### src/rtl/mul_div_unit.sv
// rtl/mul_div_unit.sv - iterative 32-cycle multiply/divide unit
//
// Ports:
//   clk      - clock, rising edge
//   rst_n    - asynchronous active-low reset
//   start    - request pulse; op/a/b sampled when accepted (IDLE or FIN)
//   op       - 00 MULTU, 01 MULT, 10 DIVU, 11 DIV
//   a, b     - multiplicand/dividend, multiplier/divisor
//   busy     - iterations in progress
//   done     - one-cycle completion pulse
//   hi, lo   - product high/low word, or remainder/quotient
//   div_zero - last divide had b==0; held until the next accepted start
module mul_div_unit #(
    parameter int WIDTH = 32
) (
    input  logic             clk,
    input  logic             rst_n,
    input  logic             start,
    input  logic [1:0]       op,
    input  logic [WIDTH-1:0] a,
    input  logic [WIDTH-1:0] b,
    output logic             busy,
    output logic             done,
    output logic [WIDTH-1:0] hi,
    output logic [WIDTH-1:0] lo,
    output logic             div_zero
);

    localparam int CW = $clog2(WIDTH) + 1;

    typedef enum logic [1:0] {
        IDLE = 2'd0,
        RUN  = 2'd1,
        FIN  = 2'd2
    } state_t;

    state_t state;
    state_t next_state;

    logic [CW-1:0]    cnt;
    logic [WIDTH-1:0] acc_hi;
    logic [WIDTH-1:0] acc_lo;
    logic [WIDTH-1:0] m;
    logic             is_div;
    logic             neg_q;
    logic             neg_r;

    logic             accept;
    logic             op_signed;
    logic             skip_run;
    logic             last;
    logic             a_neg;
    logic             b_neg;
    logic [WIDTH-1:0] a_mag;
    logic [WIDTH-1:0] b_mag;

    logic [WIDTH:0]     mul_sum;
    logic [WIDTH:0]     div_sh;
    logic               div_ge;
    logic [WIDTH-1:0]   div_rem;
    logic [2*WIDTH-1:0] prod_fix;
    logic [WIDTH-1:0]   q_fix;
    logic [WIDTH-1:0]   r_fix;

    assign accept    = start && ((state == IDLE) || (state == FIN));
    assign op_signed = op[0];
    // Divide by zero never enters RUN; the result is produced on the accepting edge.
    assign skip_run  = op[1] && (b == '0);
    // cnt reaches WIDTH once all iterations are done; that cycle is the sign fix-up cycle.
    assign last      = (cnt == CW'(WIDTH));

    // Magnitudes: -x of 0x80000000 wraps to itself, which is exactly unsigned 2^31.
    assign a_neg = op_signed && a[WIDTH-1];
    assign b_neg = op_signed && b[WIDTH-1];
    assign a_mag = a_neg ? -a : a;
    assign b_mag = b_neg ? -b : b;

    // Multiply step: conditional add of the multiplicand, then shift the 2W accumulator right.
    assign mul_sum = {1'b0, acc_hi} + (acc_lo[0] ? {1'b0, m} : '0);

    // Restoring divide step: shift the next dividend bit into the partial remainder.
    assign div_sh  = {acc_hi, acc_lo[WIDTH-1]};
    assign div_ge  = (div_sh >= {1'b0, m});
    // True difference is below m, so the low WIDTH bits are exact even when div_sh[WIDTH] is set.
    assign div_rem = div_sh[WIDTH-1:0] - m;

    assign prod_fix = neg_q ? -{acc_hi, acc_lo} : {acc_hi, acc_lo};
    assign q_fix    = neg_q ? -acc_lo : acc_lo;
    assign r_fix    = neg_r ? -acc_hi : acc_hi;

    always_ff @(posedge clk or negedge rst_n) begin
        if (!rst_n) begin
            state <= IDLE;
        end else begin
            state <= next_state;
        end
    end

    always_comb begin
        next_state = state;
        busy       = 1'b0;
        done       = 1'b0;
        case (state)
            IDLE: begin
                if (start) begin
                    next_state = skip_run ? FIN : RUN;
                end
            end
            RUN: begin
                busy = !last;
                if (last) begin
                    next_state = FIN;
                end
            end
            FIN: begin
                done = 1'b1;
                if (start) begin
                    next_state = skip_run ? FIN : RUN;
                end else begin
                    next_state = IDLE;
                end
            end
            default: begin
                next_state = IDLE;
            end
        endcase
    end

    always_ff @(posedge clk or negedge rst_n) begin
        if (!rst_n) begin
            cnt      <= '0;
            acc_hi   <= '0;
            acc_lo   <= '0;
            m        <= '0;
            is_div   <= 1'b0;
            neg_q    <= 1'b0;
            neg_r    <= 1'b0;
            hi       <= '0;
            lo       <= '0;
            div_zero <= 1'b0;
        end else if (accept) begin
            cnt    <= '0;
            is_div <= op[1];
            neg_q  <= a_neg ^ b_neg;
            neg_r  <= a_neg;
            if (skip_run) begin
                hi       <= a;
                lo       <= '1;
                div_zero <= 1'b1;
            end else begin
                div_zero <= 1'b0;
                m        <= b_mag;
                acc_hi   <= '0;
                acc_lo   <= a_mag;
            end
        end else if (state == RUN) begin
            if (!last) begin
                cnt <= cnt + CW'(1);
                if (is_div) begin
                    acc_hi <= div_ge ? div_rem : div_sh[WIDTH-1:0];
                    acc_lo <= {acc_lo[WIDTH-2:0], div_ge};
                end else begin
                    {acc_hi, acc_lo} <= {mul_sum, acc_lo[WIDTH-1:1]};
                end
            end else if (is_div) begin
                hi <= r_fix;
                lo <= q_fix;
            end else begin
                {hi, lo} <= prod_fix;
            end
        end
    end

endmodule

### config.mk
export PLATFORM = sky130hd
export DESIGN_NAME = mul_div_unit
export DESIGN_NICKNAME = d
export VERILOG_FILES = /design/src/rtl/mul_div_unit.sv
export SDC_FILE = /design/constraint.sdc
export NUM_CORES = 1
export LEC_CHECK = 0
export CAP_MARGIN = 20
export CORE_MARGIN = 5
export CORE_UTILIZATION = 42
export CTS_BUF_LIST = sky130_fd_sc_hd__clkbuf_2 sky130_fd_sc_hd__clkbuf_4 sky130_fd_sc_hd__clkbuf_8
export DETAILED_ROUTE_END_ITERATION = 7
export DONT_BUFFER_PORTS = 1
export PLACE_DENSITY = 0.55
export SLEW_MARGIN = 20
export SYNTH_ARGS = -nofsm -noshare
export SYNTH_HDL_FRONTEND = slang
export SYNTH_SLANG_ARGS = --single-unit
### constraint.sdc
create_clock -name clk -period 9.3 [get_ports clk]
set_input_delay 0.93 -clock clk [delete_from_list [all_inputs] [get_ports clk]]
set_output_delay 0.93 -clock clk [all_outputs]
set_load 0.02 [all_outputs]
======== Word-level counts from Yosys, hierarchy flattened ========
Cells that the tools add are included.
word-level totals
  register bits after elaboration ......... 172
  bits of input ports ..................... 69
  output and inout bits ................... 67
  word-level logic and storage cells ...... 83
cells by class
  add/sub/neg operators ................... 8
  $lt $le $gt $ge ......................... 1
  equal/unequal tests ..................... 8
  muxes and demuxes ....................... 38
  bitwise gates (word level) .............. 2
  reductions and logical operators ........ 15
operator list
  cell                                                 count
  2-to-1 mux 32 bit                                    26
  negation 32 bit                                      4
  2-to-1 mux 64 bit                                    1
  negation 64 bit                                      1
  adder 32 x 32 -> 33 bit                              1
  greater-or-equal comparator 33 x 32 -> 1 bit         1
  logical NOT 32 bit                                   1
  subtractor 32 bit                                    1
  2-to-1 mux 6 bit                                     3
  2-to-1 mux 2 bit                                     4
  != test 2 bit, second input constant                 4
  adder 6 x 1 -> 6 bit, second input constant          1
  equality test 6 bit, second input constant           1
  one-hot mux 2 bit (3 select lines)                   1
  AND reduction 2 bit                                  3
  AND reduction 3 bit                                  2
  logical AND 1 bit                                    4
  nonzero test 2 bit                                   2
  2-to-1 mux 1 bit                                     3
  equality test 2 x 1 -> 1 bit, second input constant  1
  equality test 2 bit, second input constant           1
  logical NOT 2 bit                                    1
  != test 2 x 1 -> 1 bit, second input constant        1
  logical NOT 1 bit                                    1
  3 further kinds                                      3

======== Depth between registers and ports, before layout ========
Gate-level depths: netlist of the first run.
  word-level depth ........................ 6
  mapped depth ............................ 14
  depth with buffers taken out ............ 13

======== Worst setup path after synthesis of the first run ========
Ideal clock, no wire load.
  path type ............................... in2reg
  start ................................... in b[18]
  end ..................................... reg acc_lo[21]
  library setup time ...................... 0.119 ns
  data arrival time ....................... 3.194 ns
  data required time ...................... 9.181 ns
  slack ................................... 5.987 ns
  cell stages on the path ................. 12
  buffers on the path ..................... 3
  cells stage by stage .................... or4_1 -> or3_1 -> nor3_2 -> nand4b_1 -> and2_1 -> clkbuf_1 -> nor2_2 -> buf_2 -> buf_4 -> a21oi_1 -> o21ai_1 -> nand2_1
on the way
  cells in the longest elaborated chain, start to end .. 4
ends and longest elaborated chain
  what                           line  source
  from (decl)                    21    input logic [WIDTH-1:0] b,
  logical NOT 32 bit             68    assign skip_run = op[1] && (b == '0);
  logical AND 1 bit              68
  != test 2 bit (no line)        -
  AND reduction 3 bit (no line)  -
  to (signal assigned)           154   acc_lo <= a_mag;
  to (signal assigned)           161   acc_lo <= {acc_lo[WIDTH-2:0], div_ge};
  to (signal assigned)           163   {acc_hi, acc_lo} <= {mul_sum, acc_lo[WIDTH-1:1]};
  to (decl)                      42    logic [WIDTH-1:0] acc_lo;
Every way passes these cells.
A chain may end at the register's enable or synchronous reset.

======== Worst setup path after layout of the first run ========
  start ................................... in b[0]
  end ..................................... reg acc_lo[25]
Same word-level chain as after synthesis.

==> results of run 1 <==
==> layout make-up <==
type	count	area, um2
Timing Repair Buffer	17	128
Fill cell	3413	18600
Tap cell	448	561
Clock buffer	17	234
Multi-Input combinational cell	1456	9220
Inverter	65	244
Clock inverter	15	193
Sequential cell	172	4310
==> how the worst min path moves through the flow <==
stage	startpoint	endpoint	slack (ns)	cells past startpoint
floorplan	m[13]	m[13]	0.45	2
CTS	rst_n	acc_lo[9]	0.07	0
global placement	m[15]	m[15]	0.46	2
global route	rst_n	acc_lo[9]	0.07	0
finish	rst_n	acc_lo[9]	0.1	0
detailed placement	m[15]	m[15]	0.47	2
==> power by group <==
| part | leakage, uW | internal, uW | switching (uW) | total, uW |
|---|---|---|---|---|
| Combinational | 0.00393 | 1730 | 2620 | 4350 |
| Clock | 0.000218 | 253 | 343 | 596 |
| Sequential | 0.00206 | 1110 | 688 | 1800 |
==> worst max-delay path: stages <==
cell      delay [ns]
inv_1           0.07
ha_1            0.17
nor3b_1         0.38
nand4_1         0.39
nor3_2          0.37
nand4b_1        0.21
and2_2          0.24
buf_4           0.29
nor2_4          0.54
buf_4           0.47
inv_2           0.23
o21ai_0         0.20
a21oi_1         0.06
==> cell families (layout without fill, tap and decap cells) <==
family / Yosys count / after routing / synth area share [%]
compound gates: 591 / 591 / 25.0
fa+ha+maj: 72 / 72 / 6.46
mux: 47 / 47 / 3.33
xor+xnor: 175 / 175 / 10.8
simple gates: 571 / 571 / 19.4
buf+inv: 171 / 114 / 4.67
flops: 172 / 172 / 30.4
==> registers in the layout, indices dropped and copies added (netlist names) <==
signal and flops:
acc_lo 32, lo 32, cnt 6, neg_q 1, hi 32, m 32
neg_r 1, div_zero 1, acc_hi 32, is_div 1, state 2
==> through the flow <==
stage               util (%)  instances
finish                  44.5       2190
floorplan                  -       1799
global route            44.5       2190
CTS                     44.5       2190
detailed placement      43.2       2158
global placement        43.2       2158
==> per-layer routing <==
layer | part of all wire [%] | vias to the layer above | track usage [%]
li1 | - | 6356 | -
met1 | 45 | 6222 | 33.4
met2 | 47 | 405 | 40.5
met3 | 5.8 | 71 | 3.74
met4 | 2.6 | 0 | 8.05
met5 | 0 | - | 0
==> synthesized netlist by cell type (all sizes together), types with 23 or more instances <==
library cell	instances
nand2	183
o31ai	31
mux2i	46
clkbuf	83
xor2	91
inv	65
ha	70
o21ai	224
xnor2	84
nor3	40
nor2	154
a21oi	171
and3	24
or3	23
buf	23
dfrtp	172
a21o	25
nand3	43
==> results.json, run 1 <==
{
  "die-area_mm2": 0.0375,
  "via_per_inst": 5.96,
  "cts_hold_repair.buffers": 0,
  "fin_tns_setup_ns": 0,
  "start_util_pct": 42.4,
  "synth_fp_nets": 1940,
  "die_w_um": 194,
  "worst_pin_slew_ns": 0.911,
  "power_density_mw_per_mm2": 453,
  "fin_area_mm2": 0.0149,
  "worst-path-max-fanout": 51,
  "yosys-top-cells-area": "dfrtp_1, o21ai_0, ha_1, a21oi_1, xor2_1",
  "post-cts-setup-buffer-count": 0,
  "wire_per_inst_um": 21.5,
  "p_total_uw": 6750,
  "layout_commonest_cell": "o21ai_0",
  "first_global_vias": 12860,
  "core_region_area_mm2": 0.0334,
  "yosysTopAreaCellShare_pct": 30.4,
  "cts_tree": "done",
  "worst_hold_slack_ns": 0.100,
  "drtIter0Drc": 1181,
  "synth_top_cell_by_area": "dfrtp_1",
  "syn_area_mm2": 0.0142,
  "worstPathArrival_ns": 4.58,
  "endpoint_kind": "flip-flop",
  "fmax_ghz": 0.237,
  "clockBufferDepth": 2,
  "area_growth_pct": 5.06,
  "crit_start": "b[0]",
  "firstDrtPassIters": 6,
  "io_pins": 136,
  "drc": 0,
  "seq_area_frac_synth_pct": 30.4,
  "dpl_cell_area_mm2": 0.0145,
  "wl_um": 47200,
  "rr_worst_depth": 12,
  "max-vdd-ir-drop_v": 0.000175,
  "cp_data_required_time_ns": 9.66,
  "fin_nets": 1870,
  "ys_warn_count": 0,
  "grt_pass1_wl_um": 74300,
  "placementRows": 67,
  "die_y_um": 194,
  "grt.overflow.total": 0,
  "syn_inst": 1799,
  "status": "complete, no violations",
  "min_period_ns": 4.21,
  "ys_types": 76,
  "port_buffers": 0,
  "layout_common_cells": "o21ai_0, nand2_1, a21oi_1, dfrtp_1, nor2_1",
  "avgSynthCellArea_um2": 7.88,
  "rr_endpoint": "acc_hi[7]",
  "crit_path_start_kind": "input pin",
  "grt_setup_unrepaired": "no",
  "fin_ws_ns": 5.09,
  "final_hold_viol_count": 0,
  "setup_viol": 0,
  "min_path_type": "input pin to async pin",
  "slew_headroom_pct": 37.7,
  "synth-edff-count": 0,
  "cts_root_buf": "clkbuf_8",
  "grt_max_degree": 173,
  "worstSetupEndpoint": "acc_lo[25]",
  "ys_ff_latch": 172,
  "track_usage_pct": 24.6,
  "cts_made_buffers": 17,
  "reg2reg_from": "acc_lo[31]",
  "hpwl_um": 35700,
  "async_reset_ff_share_pct": 100,
  "place_congestion": 0.948,
  "cap_violations": 0,
  "clkTransAtPathRegs_ns": 0.11,
  "skew_ns": 0.0220,
  "pre_cts_ws_ns": 4.54,
  "grt_antenna_before_repair": 1,
  "worstSetupPathType": "input pin to flip-flop",
  "clk_latency_ns": 0.52,
  "vias": 13054,
  "antenna_cells": 0,
  "cts-htree-levels": 4,
  "layout-drive-gt1-share_pct": 4.65,
  "post_cts_resized": 0,
  "ant_nets": 0,
  "synthFlopType": "dfrtp_1",
  "timing.final.crit_share_pct": 45.3,
  "leakage_uw": 0.00621,
  "cts_sinks": 172,
  "finalMaxSlewViolations": 0,
  "rrSetupSlack_ns": 5.22
}
Note: power is estimated with default switching activity, not from simulation.
==> inputs of run 2 (changes only) <==
Settings changed: PLACE_DENSITY 0.55 to 0.58.
Clock period 9.3 ns to 3.68 ns, I/O delays scaled along.
==> run 2 against run 1 <==
Against the previous run: the run now ends with negative hold slack left; clock-buffer cell count is the same; routed wire length up 3.2%; critical path type is now flip-flop to flip-flop; register-to-register slack got worse by 5.1 ns; clock power rose to 2.5 times the previous value; combinational power grew to 2.8 times the previous value; final area grew 4.0%; global-route usage grew 0.60 points; largest cell class unchanged; critical path depth fell by 2; clock skew is 0.0030 ns higher.
==> results.json, run 2 (same netlist as run 1, synthesis figures left out) <==
{
  "place_congestion": 0.973,
  "p_total_uw": 17800,
  "start_util_pct": 42.4,
  "skew_ns": 0.0250,
  "worst-path-max-fanout": 35,
  "status": "finished with violations",
  "cts_root_buf": "clkbuf_8",
  "fin_area_mm2": 0.0155,
  "dpl_cell_area_mm2": 0.0150,
  "layout-drive-gt1-share_pct": 8.10,
  "die_y_um": 194,
  "port_buffers": 0,
  "cts_hold_repair.buffers": 7,
  "post-cts-setup-buffer-count": 0,
  "grt_max_degree": 173,
  "fin_nets": 1942,
  "power_density_mw_per_mm2": 1150,
  "cts-htree-levels": 4,
  "firstDrtPassIters": 6,
  "slowest_delay_ns": 0.60,
  "cp_data_required_time_ns": 4.08,
  "grt_antenna_before_repair": 1,
  "setup_viol": 0,
  "layout_common_cells": "o21ai_0, nand2_1, a21oi_1, dfrtp_1, nor2_1",
  "cp_common_cell": "mux2i_1",
  "timing.final.crit_share_pct": 97.1,
  "cp_num_buf_inv": 1,
  "via_per_inst": 5.99,
  "antenna_cells": 0,
  "drc": 0,
  "slowest_stage": "a2111oi_0",
  "gr-usage-met3_pct": 5.14,
  "slew_headroom_pct": 40.1,
  "cts_sinks": 172,
  "endpoint_kind": "flip-flop",
  "io_pins": 136,
  "cts_made_buffers": 17,
  "placementRows": 67,
  "hpwl_um": 36600,
  "crit_path_start_kind": "flip-flop",
  "core_region_area_mm2": 0.0334,
  "clockBufferDepth": 2,
  "cap_violations": 0,
  "layout_commonest_cell": "o21ai_0",
  "die-area_mm2": 0.0375,
  "grt-busiest-layer": "met2",
  "ant_nets": 0,
  "cts_tree": "done",
  "path_cells": "ha_1 > nand3_1 > o21bai_1 > a2111oi_0 > nor3_2 > o31ai_1 > or2_1 > buf_12 > mux2i_1 > mux2i_1 > a22o_1",
  "drtIter0Drc": 1247,
  "worstPathArrival_ns": 3.97,
  "first_global_vias": 12836,
  "violations": "negative hold slack",
  "wire_per_inst_um": 21.5,
  "fmax_ghz": 0.280,
  "track_usage_pct": 25.2,
  "clkTransAtPathRegs_ns": 0.12,
  "worstSetupPathType": "flip-flop to flip-flop",
  "worst_hold_slack_ns": -0.460,
  "min_path_type": "input pin to async pin",
  "leakage_uw": 0.00656,
  "vias": 13549,
  "finalMaxSlewViolations": 0,
  "grt.overflow.total": 0,
  "min_period_ns": 3.57,
  "grt_pass1_wl_um": 75900,
  "wl_um": 48700,
  "use_met1_pct": 34.4,
  "die_w_um": 194,
  "area_growth_pct": 9.26,
  "clk_latency_ns": 0.52,
  "worst_pin_slew_ns": 0.898,
  "path_delay_family": "compound AO/OA/AOI/OAI gates",
  "max-vdd-ir-drop_v": 0.000509,
  "use_met2_pct": 41.2,
  "final_hold_viol_count": 172
}
-- run 2: changes by cell type in the layout (fill, tap and decap cells not counted) --
cell,before,now
nor3_1,38,37
buf_4,17,78
dlygate4sd3_1,0,7
buf_12,0,4
nor3_2,2,3
clkinvlp_4,0,2
clkinv_8,2,0
-- run 2: where the power goes --
part / leakage, uW / switching [uW] / internal [uW]
registers: 0.00206 / 1340 / 2820
clock network: 0.000204 / 857 / 629
logic: 0.00430 / 7260 / 4890
total: 0.00656 / 9460 / 8340
-- run 2: layout make-up --
class	instances	area, um2
tap	448	561
multi-input combinational	1456	9230
timing repair buffer	89	736
inverter	65	244
clock inverter	15	175
sequential	172	4310
fill	3342	18000
clock buffer	17	234
-- run 2: path summary, 6_finish.rpt --
kind | to | start | slack (ns) | cells past startpoint
max | acc_hi[7] | acc_hi[1] | 0.11 | 11
min | acc_lo[29] | rst_n | -0.46 | 0
max reg2reg | acc_hi[7] | acc_hi[1] | 0.11 | 11
min reg2reg | m[27] | m[27] | 0.49 | 2
max in group asynchronous | is_div | rst_n | 3.94 | 0
min in group clk | neg_q | a[31] | 0.05 | 3
-- run 2: through the flow --
stage               util [%]  setup slack, ns  TNS, ns  instances  hold slack (ns)
floorplan                  -            0.473        0       1799           0.0724
global placement        44.8            0.227        0       2223           0.0768
detailed placement      44.8            0.212        0       2223           0.0767
CTS                     46.3            0.204        0       2262           -0.490
global route            46.3           -0.102   -0.707       2262           -0.499
finish                  46.3            0.107        0       2262           -0.460
-- run 2: what timing repair did --
| action | 4_1_cts | 5_1_grt |
|---|---|---|
| gates resized for setup | 0 | 1 |
| setup endpoints to repair | 0 | 1 |
| hold endpoints to repair | 179 | 172 |
-- run 2: routing by layer --
| layer | part of all wire, % | vias up |
|---|---|---|
| li1 | - | 6487 |
| met1 | 44 | 6536 |
| met2 | 47 | 469 |
| met3 | 7.4 | 57 |
| met4 | 2.1 | 0 |
| met5 | 0 | - |
==> inputs of run 3 (changes only) <==
Settings changed: CORE_UTILIZATION 42 to 45, PLACE_DENSITY 0.58 to 0.61, SLEW_MARGIN 20 to 10, TNS_END_PERCENT set to 50.
==> run 3 against run 2 <==
Against the previous run: fmax is 2.2% higher; via count is 0.24% lower; clock skew is 0.0038 ns lower; sequential share of layout area is 0.060 points higher; final area is 0.19% lower; the run still ends with negative hold slack left; flip-flop and latch count stayed put.
==> results.json, run 3 (same netlist as run 1, synthesis figures left out) <==
{
  "path_cells": "ha_1 > a21o_1 > a21oi_1 > a2111oi_1 > nor3_2 > o31ai_1 > or2_1 > buf_4 > o311ai_1 > o221ai_1 > a32o_1",
  "cts_hold_repair.buffers": 3,
  "layout_commonest_cell": "o21ai_0",
  "finalMaxSlewViolations": 0,
  "drtIter0Drc": 1176,
  "cts_made_buffers": 17,
  "cp_num_buf_inv": 1,
  "core_region_area_mm2": 0.0313,
  "fmax_ghz": 0.286,
  "die_y_um": 187,
  "fin_area_mm2": 0.0155,
  "dpl_cell_area_mm2": 0.0150,
  "via_per_inst": 6.08,
  "slowest_delay_ns": 0.49,
  "start_util_pct": 45.3,
  "cp_data_required_time_ns": 4.07,
  "cts-htree-levels": 4,
  "setup_viol": 0,
  "violations": "negative hold slack",
  "power_density_mw_per_mm2": 1140,
  "min_period_ns": 3.50,
  "status": "finished with violations",
  "port_buffers": 0,
  "slew_headroom_pct": 34.3,
  "drc": 0,
  "cts_root_buf": "clkbuf_8",
  "skew_ns": 0.0212,
  "worstSetupPathType": "flip-flop to flip-flop",
  "layout_common_cells": "o21ai_0, nand2_1, a21oi_1",
  "cts_tree": "done",
  "max-vdd-ir-drop_v": 0.000438,
  "cap_violations": 0,
  "post-cts-setup-buffer-count": 0,
  "track_usage_pct": 26.1,
  "worst_pin_slew_ns": 0.985,
  "place_congestion": 0.979,
  "grt_pass1_wl_um": 74000,
  "ant_nets": 0,
  "io_pins": 136,
  "crit_path_start_kind": "flip-flop",
  "grt_setup_unrepaired": "no",
  "hpwl_um": 35600,
  "first_global_vias": 13214,
  "area_growth_pct": 9.06,
  "layout-drive-gt1-share_pct": 8.73,
  "die_w_um": 187,
  "clk_latency_ns": 0.50,
  "grt_max_degree": 173,
  "utilization_pct": 49.4,
  "timing.final.crit_share_pct": 95.0,
  "grt.overflow.total": 0,
  "worst_hold_slack_ns": -0.441,
  "worstPathArrival_ns": 3.88,
  "wire_per_inst_um": 21.1,
  "firstDrtPassIters": 6,
  "cts_sinks": 172,
  "clockBufferDepth": 2,
  "slowest_stage": "dfrtp_1",
  "placementRows": 65,
  "final_hold_viol_count": 172,
  "path_delay_family": "compound AO/OA/AOI/OAI gates",
  "die-area_mm2": 0.0351,
  "rr_worst_depth": 11,
  "min_path_type": "input pin to async pin",
  "n_fill_cell": 3062,
  "clkTransAtPathRegs_ns": 0.10,
  "grt_antenna_before_repair": 0,
  "endpoint_kind": "flip-flop",
  "leakage_uw": 0.00658,
  "crit_cells": 11,
  "antenna_cells": 0,
  "vias": 13517,
  "fin_nets": 1949,
  "worst-path-max-fanout": 12,
  "wl_um": 47000,
  "fin_tns_setup_ns": 0
}
run 3: cell count changes in the layout (fill, tap and decap cells not counted), sizes merged:
cell         before  now
buf              82   93
bufinv            2    1
clkbuf           17   18
clkinv            2    1
clkinvlp          2    4
dlygate4sd3       7    3
inv              74   73
run 3: metrics by stage:
step	std cells	total power, uW	setup WS [ns]
floorplan	1799	12400	0.473
global placement	2188	15900	0.0657
detailed placement	2188	16000	0.0611
CTS	2223	17500	0.0426
global route	2223	19100	0.0313
finish	2223	17600	0.184
run 3: what timing repair did:
action / in CTS / in global routing
endpoints found under the setup margin: 0 / 10
gates resized for setup: 0 / 3
hold endpoints to repair: 175 / 172
run 3: routing by layer:
| layer | up-vias | share of wire [%] | GRT usage (%) |
|---|---|---|---|
| li1 | 6483 | - | - |
| met1 | 6438 | 43 | 34.3 |
| met2 | 515 | 46 | 43.5 |
| met3 | 81 | 7.8 | 5.60 |
| met4 | 0 | 2.8 | 7.74 |
| met5 | - | 0 | 0 |
run 3: worst paths after layout:
check,from,endpoint,slack [ns]
max in group asynchronous,rst_n,is_div,3.84
setup / recovery,acc_hi[2],acc_hi[30],0.18
min in group clk,b[31],m[31],0.04
hold reg to reg,m[21],m[21],0.49
setup reg to reg,acc_hi[2],acc_hi[30],0.18
hold / removal,rst_n,lo[9],-0.44
run 3: area by class of cell:
cell class,count,area (um2),share of cell area [%]
Inverter,65,244,1.58
Timing Repair Buffer,96,778,5.04
Clock buffer,18,241,1.56
Multi-Input combinational cell,1456,9230,59.7
Clock inverter,14,151,0.980
Sequential cell,172,4310,27.9
Tap cell,402,503,3.26
run 3: power by group:
group          switching [uW]  total [uW]  internal, uW
registers                1350        4170          2820
logic                    7070       12000          4970
clock network             847        1420           570
total                    9260       17600          8360
